**src/rtl/ready_pipe_if.sv**
```systemverilog
// dti link: data/valid flow producer -> consumer, ready flows back.
// A transfer happens on a rising edge where valid & ready are both high.
//   data  : W-bit payload, driven by the producer
//   valid : payload present, driven by the producer
//   ready : consumer can take the payload, driven by the consumer
// The master/producer and slave/consumer modports describe the same two views.
interface dti #(
    parameter int unsigned W = 16
) ();
    logic [W-1:0] data;
    logic         valid;
    logic         ready;

    modport producer (output data, output valid, input ready);
    modport consumer (input data, input valid, output ready);
    modport master   (output data, output valid, input ready);
    modport slave    (input data, input valid, output ready);
endinterface

```
**src/rtl/ready_pipe.sv**
```systemverilog
// ready_pipe: LENGTH chained skid stages that register the backpressure path.
// Each stage's upstream ready comes only from its own skid flag, so din.ready
// never depends combinationally on dout.ready. Data and valid flow through a
// stage combinationally while its skid is empty, so forward latency is zero
// when nothing is stalled. LENGTH = 0 degenerates to plain wires.
// Ports:
//   clk  : rising-edge clock
//   rst  : asynchronous active-high reset, clears every skid
//   din  : upstream dti link (this block is the consumer)
//   dout : downstream dti link (this block is the producer)
module ready_pipe #(
    parameter int unsigned LENGTH = 2,
    parameter int unsigned DIN    = 16
) (
    input  logic clk,
    input  logic rst,
    dti.consumer din,
    dti.producer dout
);

    generate
        if (LENGTH == 0) begin : g_wire
            assign dout.data  = din.data;
            assign dout.valid = din.valid;
            assign din.ready  = dout.ready;
        end else begin : g_chain
            for (genvar i = 0; i < int'(LENGTH); i++) begin : g_stage
                logic [DIN-1:0] in_data;
                logic           in_valid;
                logic           in_ready;
                logic [DIN-1:0] out_data;
                logic           out_valid;
                logic           out_ready;
                logic           skid_valid;
                logic [DIN-1:0] skid_data;

                // Stage 0 faces din; every other stage faces the one before it.
                if (i == 0) begin : g_head
                    assign in_data  = din.data;
                    assign in_valid = din.valid;
                end else begin : g_link_in
                    assign in_data  = g_stage[i-1].out_data;
                    assign in_valid = g_stage[i-1].out_valid;
                end

                // The last stage faces dout; others see the next stage's registered ready.
                if (i == int'(LENGTH) - 1) begin : g_tail
                    assign out_ready = dout.ready;
                end else begin : g_link_out
                    assign out_ready = g_stage[i+1].in_ready;
                end

                // Skid: catch the item that was in flight when downstream stalled,
                // release it on the first ready edge. A full skid cannot refill on
                // the edge it drains because in_ready is low that cycle.
                always_ff @(posedge clk or posedge rst) begin
                    if (rst) begin
                        skid_valid <= 1'b0;
                        skid_data  <= '0;
                    end else if (!skid_valid && in_valid && !out_ready) begin
                        skid_valid <= 1'b1;
                        skid_data  <= in_data;
                    end else if (skid_valid && out_ready) begin
                        skid_valid <= 1'b0;
                    end
                end

                assign in_ready  = !skid_valid;
                assign out_valid = skid_valid | in_valid;
                assign out_data  = skid_valid ? skid_data : in_data;
            end

            assign din.ready  = g_stage[0].in_ready;
            assign dout.valid = g_stage[LENGTH-1].out_valid;
            assign dout.data  = g_stage[LENGTH-1].out_data;
        end
    endgenerate

endmodule

```
**src/flat_wrapper.sv**
```systemverilog
// flat-port wrapper written by rule: the top's interface ports become plain ports
module ready_pipe_flat 
#(
    parameter int unsigned LENGTH = 2,
    parameter int unsigned DIN    = 16
)
  (clk, rst, din_data, din_valid, din_ready, dout_data, dout_valid, dout_ready);
  dti #(.W((16))) din_i ();
  dti #(.W((16))) dout_i ();
  input  logic clk;
  input  logic rst;
  input wire logic [$bits(din_i.data)-1:0] din_data;
  input wire logic [$bits(din_i.valid)-1:0] din_valid;
  output wire logic [$bits(din_i.ready)-1:0] din_ready;
  output wire logic [$bits(dout_i.data)-1:0] dout_data;
  output wire logic [$bits(dout_i.valid)-1:0] dout_valid;
  input wire logic [$bits(dout_i.ready)-1:0] dout_ready;
  assign din_i.data = din_data;
  assign din_i.valid = din_valid;
  assign din_ready = din_i.ready;
  assign dout_data = dout_i.data;
  assign dout_valid = dout_i.valid;
  assign dout_i.ready = dout_ready;
  ready_pipe #(.LENGTH(LENGTH), .DIN(DIN)) u_core (.clk(clk), .rst(rst), .din(din_i), .dout(dout_i));
endmodule
```
**config.mk**
```make
export PLATFORM = sky130hd
export DESIGN_NAME = ready_pipe_flat
export DESIGN_NICKNAME = d
export VERILOG_FILES = /design/src/rtl/ready_pipe_if.sv /design/src/rtl/ready_pipe.sv /design/src/flat_wrapper.sv
export SDC_FILE = /design/constraint.sdc
export NUM_CORES = 1
export LEC_CHECK = 0
export BUFFER_PORTS_ARGS = -buffer_cell sky130_fd_sc_hd__buf_4
export CAP_MARGIN = 0
export CORE_ASPECT_RATIO = 0.9
export CORE_MARGIN = 3
export CORE_UTILIZATION = 48
export DETAILED_ROUTE_END_ITERATION = 6
export PLACE_DENSITY = 0.86
export SYNTH_ARGS = -nofsm -noshare
export SYNTH_HDL_FRONTEND = slang
export SYNTH_SLANG_ARGS = --single-unit
```
**constraint.sdc**
```tcl
create_clock -name clk -period 1.5 [get_ports clk]
set_input_delay 0.15 -clock clk [delete_from_list [all_inputs] [get_ports clk]]
set_output_delay 0.15 -clock clk [all_outputs]
set_load 0.01 [all_outputs]
```
==> reports/metrics.csv, run 1 <==
stage,metric,value,unit
worst_setup_path,worst_ep_required_time,1350,ps
place,place_worst_setup_slack,2.75,ps
synth,synthDistinctLibCells,15,
sta,timing.final.crit_share,119,%
power,total_power,3.07,mW
synth,ys_seq_elements,34,
route,ant_nets,0,
final_layout,final.fill_count,205,
floorplan,floorplan.io_pins,38,
final_layout,final_design_area_no_fill,0.00248,mm2
sta,setup_violations,33,
clocking,worst_skew_pair_later_pin_latency,290,ps
place,place.detailed.hpwl,2310,um
floorplan,die_height,63.1,um
global_routing,grt_pass1_vias,1250,
floorplan,dieWidth,69.4,um
global_routing,grt_use_total,17.4,%
worst_setup_path,timing.critical_path.from_type,flop,
status,run_status,"finished, violations left",
place,gpl.final_weighted_congestion,0.717,
synth,synthesis.nets,132,
global_routing,initial_antenna_violation_count,0,
route,drc,0,
sta,clock.fmax,559,MHz
sta,grt_setup_unrepaired,true,
min_path,hold_path_end,u_core.g_chain.g_stage[1].skid_valid$_DFFE_PP0P_,
worst_setup_path,worstPathMaxFanout,7,
min_path,worst_hold_startpoint,dout_ready,
global_routing,globalRoute.totalOverflow,0,
clocking,cts_num_sinks,34,
synth,synth_area,0.00174,mm2
worst_setup_path,critical_path_arrival,1640,ps
worst_setup_path,r2r_cells,5,
status,violations_in_the_final_reports,negative setup slack,
worst_setup_path,reg2reg_from,u_core.g_chain.g_stage[0].skid_valid$_DFFE_PP0P_,
clocking,cts_tree,yes,
place,placement.io_buffers,37,
final_layout,multiInputGateArea,958,um2
sta,timing.max_slew.rel_slack,71.7,%
floorplan,core_area,0.00343,mm2
power,ir_drop,0.000795,V
final_layout,area.sequential,852,um2
clocking,cts.reportedPaths.clkPinSlew,70,ps
synth,yosys_warnings,0,
clocking,h-tree-depth,2,
synth,synth_cells,112,
final_layout,antenna_cells_inserted,0,
sta,worst_slew_pin_slew,425,ps
synth,ys_seq_area_share,49.0,%
clocking,cell_chosen_for_the_clock_root,sky130_fd_sc_hd__clkbuf_8,
route,firstDrtPassIters,3,
min_path,min_path_cells,2,
clocking,clk_path_buf_depth,2,
sta,hold_vio_cnt_final,0,
worst_setup_path,setup.worst_path.class,flop to output pin,
flow_run,maxCapViolations,0,
final_layout,final_nets,186,
route,detail_route.vias_per_cell,5.35,
worst_setup_path,critical_path.startpoint,u_core.g_chain.g_stage[0].skid_valid$_DFFE_PP0P_,
route,routed_wire_length_per_instance,18.2,um
sta,finalClockSkew,11.2,ps
place,placement.cell_area,0.00208,mm2
global_routing,global_route_wire_length_before_repair,5930,um
sta,timing.final.crit_period,1790,ps
power,static_power_due_to_leakage,1.20,nW
sta,worst_slack,-289,ps
floorplan,floorplan.die_area,0.00438,mm2
route,first_iter_violations,47,
power,power_density,1240,mW/mm2
final_layout,area_growth,43.0,%
worst_setup_path,worst-r2r-setup-slack,-170,ps
worst_setup_path,timing.critical_path.to_type,output pin,
min_path,min-delay-path-class,input port to flop,
clocking,cts_buffers,5,
sta,fin_hold_ws,18.1,ps
synth,synthesis.area_per_instance,15.5,um2
route,total_via_count_in_the_routed_design,1128,
route,routed_wirelength,3840,um
floorplan,initial_standard_cell_utilization_of_the_core,50.7,%
sta,max_slew_violation_total_from_the_final_report,0,
global_routing,largest_net_degree_at_the_start_of_global_routing,35,
floorplan,num_rows,20,
final_layout,layout_commonest_cell,sky130_fd_sc_hd__mux2_4,
final_layout,layout-drive-gt1-share,75.4,%
final_layout,final_cell_mix,"42 x sky130_fd_sc_hd__mux2_4, 33 x sky130_fd_sc_hd__dfrtp_1, 29 x sky130_fd_sc_hd__buf_4, 21 x sky130_fd_sc_hd__mux2_2, 18 x sky130_fd_sc_hd__buf_6",
worst_setup_path,timing.rr.end,u_core.g_chain.g_stage[1].skid_data[5]$_DFFE_PP0P_,
==> how the worst max path moves through the flow <==
stage                          endpoint  slack (ps)
after detailed placement   dout_data[1]           3
after global routing      dout_data[13]        -330
after global placement     dout_data[1]          50
after CTS                  dout_data[5]        -290
final                     dout_data[13]        -290
after floorplan           dout_data[10]         120
==> cell type report <==
cell class | count | area share, %
sequential | 34 | 34.3
clock buffer | 7 | 3.47
tap | 44 | 2.22
clock inverter | 1 | 0.201
timing repair buffer | 52 | 20.9
inverter | 2 | 0.302
multi-input combinational | 71 | 38.6
==> stage by stage <==
| step | utilization (%) | TNS [ps] | cells |
|---|---|---|---|
| 2_1_floorplan | - | 0 | 112 |
| 3_3_place_gp | 60.7 | 0 | 194 |
| 3_5_place_dp | 60.7 | 0 | 194 |
| 4_1_cts | 65.3 | -5280 | 204 |
| 5_1_grt | 72.5 | -8180 | 211 |
| 6_report | 72.5 | -6760 | 211 |
==> sequential cells by signal, summed over array words and instances, names as in the netlist <==
register / cells
u_core.g_chain.g_stage.skid_valid: 2
u_core.g_chain.g_stage.skid_data: 32
==> cell families after synthesis <==
| logic type | share of synthesized area [%] |
|---|---|
| muxes | 43.2 |
| buffers and inverters | 4.25 |
| and+or+nand+nor | 2.23 |
| DFF | 49.0 |
| AOI/OAI and AO/OA | 1.37 |
==> critical path, cell delays in order, from the launching register on <==
cell and delay (ps):
sky130_fd_sc_hd__dfrtp_2 460, sky130_fd_sc_hd__clkbuf_16 180, sky130_fd_sc_hd__mux2_4 300, sky130_fd_sc_hd__mux2_4 280, sky130_fd_sc_hd__buf_6 120
==> synth_stat cells (all sizes together) <==
cell type   n  area (um2)
dfrtp      34         851
o21a        1        7.51
nor2        1        3.75
nor2b       1        6.26
buf         6        66.3
or3         1        11.3
mux2       64         751
inv         2        7.51
nand3       1        17.5
o21ai       1        16.3
==> power by group <==
part,internal (mW),switching [mW],total [mW],leakage [nW]
registers,1.15,0.133,1.28,0.402
clock network,0.370,0.330,0.700,0.0482
logic,0.730,0.358,1.09,0.754
total,2.25,0.821,3.07,1.20
==> what timing repair did <==
| item | CTS | global route |
|---|---|---|
| buffers inserted | 1 | 4 |
| gates resized for setup | 13 | 41 |
| endpoints found under the hold margin | 34 | 0 |
| pin swaps | 1 | 2 |
| cloned | 0 | 3 |
| hold buffers | 1 | 0 |
| setup endpoints to repair | 17 | 34 |
==> routing by layer <==
layer  track usage (%)  vias to the layer above  part of all wire, %
li1                  -                      514                    -
met1              19.3                      581                   42
met2              29.8                       24                   52
met3              6.70                        9                  4.6
met4              7.32                        0                  1.5
met5                 0                        -                    0
(Power assumes the default switching activity.)
==> inputs of run 2 (changes only) <==
- CTS_BUF_LIST: not set -> sky130_fd_sc_hd__clkbuf_16
- CTS_CLUSTER_SIZE: not set -> 14
==> reports/metrics.csv, run 2 (same netlist as run 1, synthesis figures left out) <==
stage,metric,value,unit
status,run_status,"finished, violations left",
status,violations_in_the_final_reports,"negative hold slack, negative setup slack",
clocking,cell_chosen_for_the_clock_root,sky130_fd_sc_hd__clkbuf_16,
sta,timing.final.crit_period,1780,ps
sta,setup_violations,33,
global_routing,global_route_wire_length_before_repair,6000,um
clocking,h-tree-depth,2,
power,power_density,1330,mW/mm2
worst_setup_path,critical-path-max-stage-delay,450,ps
worst_setup_path,r2r_cells,5,
route,firstDrtPassIters,4,
place,placement.cell_area,0.00208,mm2
power,combPwrFrac,32.6,%
final_layout,largestRegisters,"u_core.g_chain.g_stage.skid_data (32), u_core.g_chain.g_stage.skid_valid (2)",
floorplan,floorplan.io_pins,38,
power,p_seq_share,38.5,%
power,static_power_due_to_leakage,1.22,nW
global_routing,largest_net_degree_at_the_start_of_global_routing,35,
flow_run,maxCapViolations,0,
sta,finalClockSkew,7.14,ps
route,routed_wirelength,3820,um
sta,timing.final.crit_share,118,%
worst_setup_path,crit_chain,"clkbuf_16, mux2_4, mux2_4, buf_6",
clocking,cts_buffers,5,
worst_setup_path,critical_path_arrival,1630,ps
sta,worst_slack,-277,ps
floorplan,initial_standard_cell_utilization_of_the_core,50.7,%
place,placement.io_buffers,37,
sta,clock.fmax,563,MHz
final_layout,layout-drive-gt1-share,75.2,%
final_layout,layoutNonFillerInstCount,209,
route,first_iter_violations,49,
clocking,post_cts_hold_buffer_count,0,
clocking,cts_tree,yes,
floorplan,num_rows,20,
sta,fin_hold_ws,-10.0,ps
route,ant_nets,0,
route,drc,0,
clocking,cts.reportedPaths.clkPinSlew,50,ps
place,place.detailed.hpwl,2310,um
global_routing,initial_antenna_violation_count,0,
worst_setup_path,setup.worst_path.class,flop to output pin,
final_layout,final_design_area_no_fill,0.00252,mm2
place,gpl.final_weighted_congestion,0.717,
clocking,worst_skew_pair_later_pin_latency,280,ps
place,placed_cells_incl_taps,194,
worst_setup_path,worstPathMaxFanout,7,
sta,hold_vio_cnt_final,28,
route,total_via_count_in_the_routed_design,1125,
power,ir_drop,0.000769,V
global_routing,grt_use_total,17.6,%
final_layout,layout_commonest_cell,sky130_fd_sc_hd__mux2_4,
floorplan,dieWidth,69.4,um
final_layout,final_cell_mix,"43 x sky130_fd_sc_hd__mux2_4, 33 x sky130_fd_sc_hd__dfrtp_1, 28 x sky130_fd_sc_hd__buf_4, 20 x sky130_fd_sc_hd__mux2_2, 18 x sky130_fd_sc_hd__buf_6",
floorplan,die_height,63.1,um
floorplan,floorplan.die_area,0.00438,mm2
worst_setup_path,path_common_cell,sky130_fd_sc_hd__mux2_4,
global_routing,globalRoute.totalOverflow,0,
power,p_switching,856,uW
final_layout,regMostFlops,u_core.g_chain.g_stage.skid_data,
final_layout,final_nets,184,
route,routed_wire_length_per_instance,18.3,um
sta,max_slew_violation_total_from_the_final_report,0,
sta,timing.max_slew.rel_slack,71.3,%
final_layout,largest_reg_flops,32,
power,internal_power_contribution,2.48,mW
final_layout,antenna_cells_inserted,0,
sta,finalSetupTns,-6020,ps
power,total_power,3.34,mW
clocking,clk_path_buf_depth,2,
worst_setup_path,crit_slowest_cell,sky130_fd_sc_hd__dfrtp_2,
final_layout,area_growth,44.9,%
worst_setup_path,timing.critical_path.to_type,output pin,
global_routing,grt_pass1_vias,1266,
power,sw_frac_of_total,25.7,%
worst_setup_path,worst_ep_required_time,1350,ps
min_path,min-delay-path-class,input port to asynchronous set/reset pin,
power,power.clock.fraction,28.9,%
sta,grt_setup_unrepaired,true,
sta,worst_slew_pin_slew,431,ps
worst_setup_path,timing.critical_path.from_type,flop,
clocking,cts_num_sinks,34,
floorplan,core_area,0.00343,mm2
route,detail_route.vias_per_cell,5.38,
[run 2: per-layer routing]
| layer | global-route usage [%] | up-vias | wire length [um] |
|---|---|---|---|
| li1 | - | 507 | - |
| met1 | 20.7 | 582 | 1570 |
| met2 | 30.0 | 27 | 2000 |
| met3 | 3.99 | 9 | 156 |
| met4 | 9.51 | 0 | 95 |
| met5 | 0 | - | 0 |
[run 2: worst max-delay path: cells and delay by family, from the launching register on]
| kind | cells | cell delay, ps |
|---|---|---|
| buffers and inverters | 2 | 300 |
| DFF | 1 | 450 |
| muxes | 2 | 590 |
[run 2: final timing paths]
kind	from	endpoint	slack (ps)
worst min-delay path	rst	u_core.g_chain.g_stage[1].skid_data[2]$_DFFE_PP0P_	-10
worst max-delay path	u_core.g_chain.g_stage[0].skid_valid$_DFFE_PP0P_	dout_data[13]	-280
max in group asynchronous	rst	u_core.g_chain.g_stage[0].skid_valid$_DFFE_PP0P_	1180
min in group clk	dout_ready	u_core.g_chain.g_stage[1].skid_valid$_DFFE_PP0P_	30
worst max register to register	u_core.g_chain.g_stage[0].skid_valid$_DFFE_PP0P_	u_core.g_chain.g_stage[1].skid_data[2]$_DFFE_PP0P_	-140
worst min register to register	u_core.g_chain.g_stage[0].skid_data[11]$_DFFE_PP0P_	u_core.g_chain.g_stage[0].skid_data[11]$_DFFE_PP0P_	510
[run 2: through the flow]
step	utilization [%]	setup slack, ps
after global placement	60.7	52.1
after floorplan	-	125
after global routing	73.4	-307
after detailed placement	60.7	2.75
after CTS	66.6	-274
final	73.4	-277
[run 2: layout make-up]
class	instances	area (um2)
Inverter	2	7.51
Tap cell	44	55.1
Sequential cell	34	852
Timing Repair Buffer	50	503
Fill cell	207	911
Clock buffer	5	125
Multi-Input combinational cell	71	962
Clock inverter	3	12.5
[run 2: power groups by stage]
stage	Combinational [mW]	Sequential [mW]	Clock [mW]
global route	1.16	1.32	1.02
floorplan	0.552	1.23	0
CTS	0.894	1.27	0.982
detailed placement	0.818	1.27	0
global placement	0.787	1.25	0
finish	1.09	1.28	0.965
[run 2: what timing repair did]
action / in CTS / in global routing
gates cloned: 0 / 3
gates resized for setup: 15 / 40
pin swaps: 1 / 3
setup endpoints to repair: 17 / 37
setup buffers: 1 / 3
